$ cat config.mk
export PLATFORM = sky130hd
export DESIGN_NAME = decoder2to4_hold_flat
export DESIGN_NICKNAME = d
export VERILOG_FILES = /design/src/rtl/decoder2to4_hold_if.sv /design/src/rtl/decoder2to4_hold.sv /design/src/flat_wrapper.sv
export SDC_FILE = /design/constraint.sdc
export NUM_CORES = 1
export LEC_CHECK = 0
export ABC_AREA = 0
export BUFFER_PORTS_ARGS = -buffer_cell sky130_fd_sc_hd__buf_2
export CAP_MARGIN = 20
export CORE_MARGIN = 10
export CORE_UTILIZATION = 40
export DETAILED_ROUTE_END_ITERATION = 10
export PLACE_DENSITY_LB_ADDON = 0.08
export REMOVE_ABC_BUFFERS = 1
export SYNTH_ARGS = -nofsm -noshare
export SYNTH_HDL_FRONTEND = slang
export SYNTH_SLANG_ARGS = --single-unit
$ cat constraint.sdc
create_clock -name clk -period 4.1 [get_ports clk]
set_input_delay 0.41 -clock clk [delete_from_list [all_inputs] [get_ports clk]]
set_output_delay 0.41 -clock clk [all_outputs]
set_load 0.01 [all_outputs]
$ cat src/rtl/decoder2to4_hold_if.sv
// Code-in handshake between the 4-to-2 encoder side and the hold decoder.
// b0 carries code weight 2, b1 carries code weight 1.
interface decoder2to4_hold_if;
    logic in_valid;
    logic in_ready;
    logic b0;
    logic b1;

    modport master (
        output in_valid,
        output b0,
        output b1,
        input  in_ready
    );

    modport slave (
        input  in_valid,
        input  b0,
        input  b1,
        output in_ready
    );
endinterface

$ cat src/rtl/decoder2to4_hold.sv
// Registered 2-to-4 decoder: each accepted code becomes a HOLD_CYCLES-wide one-hot
// strobe on d0..d3, with a saturating hit counter per output line.
module decoder2to4_hold #(
    parameter int unsigned HOLD_CYCLES = 4,
    parameter int unsigned CNT_W       = 8
) (
    input  logic                 clk,
    input  logic                 rst_n,
    decoder2to4_hold_if.slave    in_if,
    input  logic                 clear_cnt,
    output logic                 d0,
    output logic                 d1,
    output logic                 d2,
    output logic                 d3,
    output logic                 busy,
    output logic [CNT_W-1:0]     hit0,
    output logic [CNT_W-1:0]     hit1,
    output logic [CNT_W-1:0]     hit2,
    output logic [CNT_W-1:0]     hit3
);
    localparam int unsigned        HCNT_W    = 8;
    localparam logic [HCNT_W-1:0]  HCNT_LAST = HCNT_W'(HOLD_CYCLES - 1);
    localparam logic [CNT_W-1:0]   HIT_MAX   = '1;

    typedef enum logic {
        ST_IDLE = 1'b0,
        ST_HOLD = 1'b1
    } state_t;

    state_t            r_state;
    logic [HCNT_W-1:0] r_hcnt;
    logic [3:0]        r_d;
    logic              r_busy;
    logic              r_alive;
    logic [CNT_W-1:0]  r_hit [4];

    logic              w_last;
    logic              w_in_ready;
    logic              w_accept;
    logic [1:0]        w_code;
    logic [3:0]        w_onehot;

    // r_alive keeps in_ready low in reset and until the first edge afterwards
    assign w_last     = (r_state == ST_HOLD) && (r_hcnt == HCNT_LAST);
    assign w_in_ready = r_alive && ((r_state == ST_IDLE) || w_last);
    assign w_accept   = in_if.in_valid && w_in_ready;
    assign w_code     = {in_if.b0, in_if.b1};
    assign w_onehot   = 4'b0001 << w_code;

    assign in_if.in_ready = w_in_ready;

    // Hold sequencer; an accept on the last hold cycle re-arms without an idle gap
    always_ff @(posedge clk or negedge rst_n) begin
        if (!rst_n) begin
            r_state <= ST_IDLE;
            r_hcnt  <= '0;
            r_d     <= '0;
            r_busy  <= 1'b0;
            r_alive <= 1'b0;
        end else begin
            r_alive <= 1'b1;
            case (r_state)
                ST_IDLE: begin
                    if (w_accept) begin
                        r_state <= ST_HOLD;
                        r_hcnt  <= '0;
                        r_d     <= w_onehot;
                        r_busy  <= 1'b1;
                    end
                end
                ST_HOLD: begin
                    if (!w_last) begin
                        r_hcnt <= r_hcnt + HCNT_W'(1);
                    end else if (w_accept) begin
                        r_hcnt <= '0;
                        r_d    <= w_onehot;
                    end else begin
                        r_state <= ST_IDLE;
                        r_hcnt  <= '0;
                        r_d     <= '0;
                        r_busy  <= 1'b0;
                    end
                end
                default: begin
                    r_state <= ST_IDLE;
                    r_hcnt  <= '0;
                    r_d     <= '0;
                    r_busy  <= 1'b0;
                end
            endcase
        end
    end

    // Per-line saturating hit counters; clear beats a coincident accept
    always_ff @(posedge clk or negedge rst_n) begin
        if (!rst_n) begin
            for (int n = 0; n < 4; n++) begin
                r_hit[n] <= '0;
            end
        end else begin
            for (int n = 0; n < 4; n++) begin
                if (clear_cnt) begin
                    r_hit[n] <= '0;
                end else if (w_accept && (w_code == 2'(n)) && (r_hit[n] != HIT_MAX)) begin
                    r_hit[n] <= r_hit[n] + CNT_W'(1);
                end
            end
        end
    end

    assign d0   = r_d[0];
    assign d1   = r_d[1];
    assign d2   = r_d[2];
    assign d3   = r_d[3];
    assign busy = r_busy;
    assign hit0 = r_hit[0];
    assign hit1 = r_hit[1];
    assign hit2 = r_hit[2];
    assign hit3 = r_hit[3];
endmodule

$ cat src/flat_wrapper.sv
// flat-port wrapper written by rule: the top's interface ports become plain ports
module decoder2to4_hold_flat 
#(
    parameter int unsigned HOLD_CYCLES = 4,
    parameter int unsigned CNT_W       = 8
)
  (clk, rst_n, clear_cnt, d0, d1, d2, d3, busy, hit0, hit1, hit2, hit3, in_if_in_valid, in_if_b0, in_if_b1, in_if_in_ready);
  decoder2to4_hold_if in_if_i ();
  input  logic clk;
  input  logic rst_n;
  input  logic clear_cnt;
  output logic d0;
  output logic d1;
  output logic d2;
  output logic d3;
  output logic busy;
  output logic [CNT_W-1:0] hit0;
  output logic [CNT_W-1:0] hit1;
  output logic [CNT_W-1:0] hit2;
  output logic [CNT_W-1:0] hit3;
  input wire logic [$bits(in_if_i.in_valid)-1:0] in_if_in_valid;
  input wire logic [$bits(in_if_i.b0)-1:0] in_if_b0;
  input wire logic [$bits(in_if_i.b1)-1:0] in_if_b1;
  output wire logic [$bits(in_if_i.in_ready)-1:0] in_if_in_ready;
  assign in_if_i.in_valid = in_if_in_valid;
  assign in_if_i.b0 = in_if_b0;
  assign in_if_i.b1 = in_if_b1;
  assign in_if_in_ready = in_if_i.in_ready;
  decoder2to4_hold #(.HOLD_CYCLES(HOLD_CYCLES), .CNT_W(CNT_W)) u_core (.clk(clk), .rst_n(rst_n), .in_if(in_if_i), .clear_cnt(clear_cnt), .d0(d0), .d1(d1), .d2(d2), .d3(d3), .busy(busy), .hit0(hit0), .hit1(hit1), .hit2(hit2), .hit3(hit3));
endmodule
==> results.yml <==
outcome:
  status: "complete, no violations"
critical_path:
  rr_startpoint: "u_core.r_hcnt[4]"
  cp_slowest_cell: "o31a_2"
  end_kind: "flip-flop"
  worstSetupStartpointType: "flip-flop"
  cp.arrival_ps: 2800
  crit_chain: "or4_1 > o31a_2 > nor4_1 > mux2_2"
  cp.buffers_inverters: 0
  required_ps: 4280
  regToRegEndpoint: "u_core.hit0[5]"
  crit_family: "simple AND/OR/NAND/NOR gates"
  ff2ff_path_depth: 4
  path_max_fanout: 59
  r2r_slack_ps: 1490
  crit_type: "flip-flop to flip-flop"
  slowest_delay_ps: 670
die:
  initial_core_util_pct: 40.54
  core_region_area_um2: 6277
  dieWidth_um: 99.77
  rows: 29
  die_area_um2: 9953
  io_pins: 44
  die_h_um: 99.77
power_and_ir_drop:
  power.density_nw_per_um2: 424.8
  p_total_mw: 1.236
  leakagePower_nw: 1.254
  vdd_ir_drop_max_mv: 0.3293
global_route:
  grt_pass1_wl_um: 10700
  antenna_found_initial: 0
  groute.usage.overall_pct: 12.93
  grt_max_degree: 60
  grt_pass1_vias: 2076
  grt_remaining_overflow: 0
sta:
  fin_worst_skew_ps: 12.79
  postLayoutSetupSlackWorst_ps: 1486
  fin_crit_sh_pct: 63.77
  finalSetupTns_ps: 0
  rsz0062_at_grt: "no"
  slew_headroom_pct: 33.26
  tightest_slew_ps: 1001
  setup_viol: 0
  timing_hold_violations_final: 0
  fmax_mhz: 382.5
  period_minus_slack_ps: 2614
  drv_slew: 0
routing:
  firstDrtPassIters: 5
  met3_length_um: 264
  drt_wl_total_um: 6389
  ant_nets: 0
  wl_met2_um: 2864
  wl_met1_um: 3187
  vias_per_cell: 5.895
  top_layer: "met4"
  drc: 0
  drt_iter0_markers: 124
  wl_per_cell_um: 16.81
  num_vias: 2240
clocking:
  postCtsSetupBuffers: 0
  clk_pin_slew_ps: 90
  post_cts_resized: 0
  clock-sinks: 47
  cts_made_buffers: 5
  clk-insertion-delay-late_ps: 300
  cts_root_buf: "clkbuf_8"
  holdBufCountCts: 0
  cts_tree: "done"
  cts_buffer_depth: 2
  cts-htree-levels: 2
hold_path:
  min_path_type: "input pin to async pin"
final_layout:
  regArea_um2: 1176
  fin_nets: 314
  n_antenna_cell: 0
  multi_input_area_um2: 1275
  final_common_cell: "dfrtp_1"
  drive_gt1_share_pct: 18.48
  area_delta_synth_final_pct: 14.36
  final_cell_area_um2: 2910
  n_fill_cell: 626
  final_cell_mix: "dfrtp_1 (47), buf_2 (43), a21oi_1 (30)"
synthesis:
  synth-edff-count: 0
  syn_inst: 267
  synthArstFlopShare_pct: 100.0
  synth_warnings: 0
  ys_seq_area_share_pct: 46.21
  synth_flop_cell: "dfrtp_1"
  ys_seq_elements: 47
  yosysUniqueCellTypes: 47
  postSynthAreaPerCell_um2: 9.532
  synth_area_um2: 2545
placement:
  numPortBuffers: 43
  place_area_um2: 2808
  hpwl_um: 4248
  place_ws_ps: 1523
  place_congestion: 0.7735
flow_run:
  cap_viol_max_count: 0
worst reg2reg max path: cells and delay by family, from the launching register on:
kind / cells / cell delay (ps)
compound gates: 1 / 670
simple gates: 2 / 1020
flops: 1 / 440
mux: 1 / 370
cell type report:
| class | instances | area share, % |
|---|---|---|
| inverters | 8 | 1.032 |
| repair buffers | 45 | 7.911 |
| clock inverters | 1 | 1.032 |
| clock buffers | 6 | 2.494 |
| well taps | 77 | 3.310 |
| multi-input cells | 196 | 43.81 |
| flip-flops and latches | 47 | 40.41 |
metrics by stage:
stage	hold WS (ps)	util, %	std cells
3_5_place_dp	487.4	44.73	373
6_report	200.7	46.36	380
3_3_place_gp	495.4	44.73	373
2_1_floorplan	114.4	-	251
4_1_cts	231.6	46.36	380
5_1_grt	252.0	46.36	380
metal layers:
metal	up-vias	GRT usage (%)
met5	-	0
met4	0	3.969
li1	1118	-
met2	34	19.41
met3	6	3.673
met1	1082	17.50
synthesized netlist by cell type, types with 2 or more instances:
cell type   n  area, µm²
ha_1        5      62.56
buf_2       2      10.01
or3b_1      4      35.03
mux2_2      2      22.52
a41oi_1     2      17.52
inv_1       8      30.03
or3_1       7      43.79
nor3_1      8      40.04
nor2b_1     5      31.28
nor2_1      6      22.52
o22a_1      2      17.52
dfrtp_1    47       1176
and3_1      3      18.77
nand3_1    12      60.06
mux2i_1     2      20.02
and4_1      3      26.28
a311oi_1    3      26.28
a21oi_1    30      150.1
o21ai_0    18      90.09
nand4_1    11      68.82
nor4_1      3      18.77
nand2b_1    2      12.51
and2_1      4      25.02
clkbuf_1   12      45.04
a22o_1      3      26.28
o31ai_1    15      112.6
nand2_1    12      45.04
or4_1      17      127.6
kinds of logic after synthesis:
logic type / count (synthesis) / share of synthesized area (%)
buffers and inverters: 24 / 3.933
DFF: 47 / 46.21
other: 1 / 0.1474
and+or+nand+nor: 102 / 24.53
adders and majority gates: 5 / 2.458
muxes: 4 / 1.672
AOI/OAI and AO/OA: 84 / 21.04
sequential cells by signal, indices dropped and copies added (netlist names):
signal	count
u_core.hit0	8
u_core.hit1	8
u_core.hit2	8
u_core.hit3	8
u_core.r_hcnt	8
u_core.r_d	4
u_core.busy	1
u_core.r_alive	1
u_core.r_state	1
power by group:
part           switching, mW  internal [mW]  leakage, nW  total (mW)
clock                  0.158          0.179       0.0513       0.337
combinational          0.248          0.102        0.559       0.350
sequential            0.0443          0.505        0.644       0.549
total                  0.451          0.785         1.25        1.24
worst max-delay path by stage:
stage	from	end	slack, ps	depth (start not counted)
floorplan	u_core.r_hcnt[4]	u_core.r_d[1]	1220	4
global placement	u_core.r_hcnt[4]	u_core.hit0[5]	1590	4
detailed placement	u_core.r_hcnt[4]	u_core.hit0[5]	1520	4
CTS	u_core.r_hcnt[4]	u_core.hit0[5]	1490	4
global route	u_core.r_hcnt[4]	u_core.hit0[5]	1300	4
finish	u_core.r_hcnt[4]	u_core.hit0[5]	1490	4
Power figures use the tool's default switching activity.
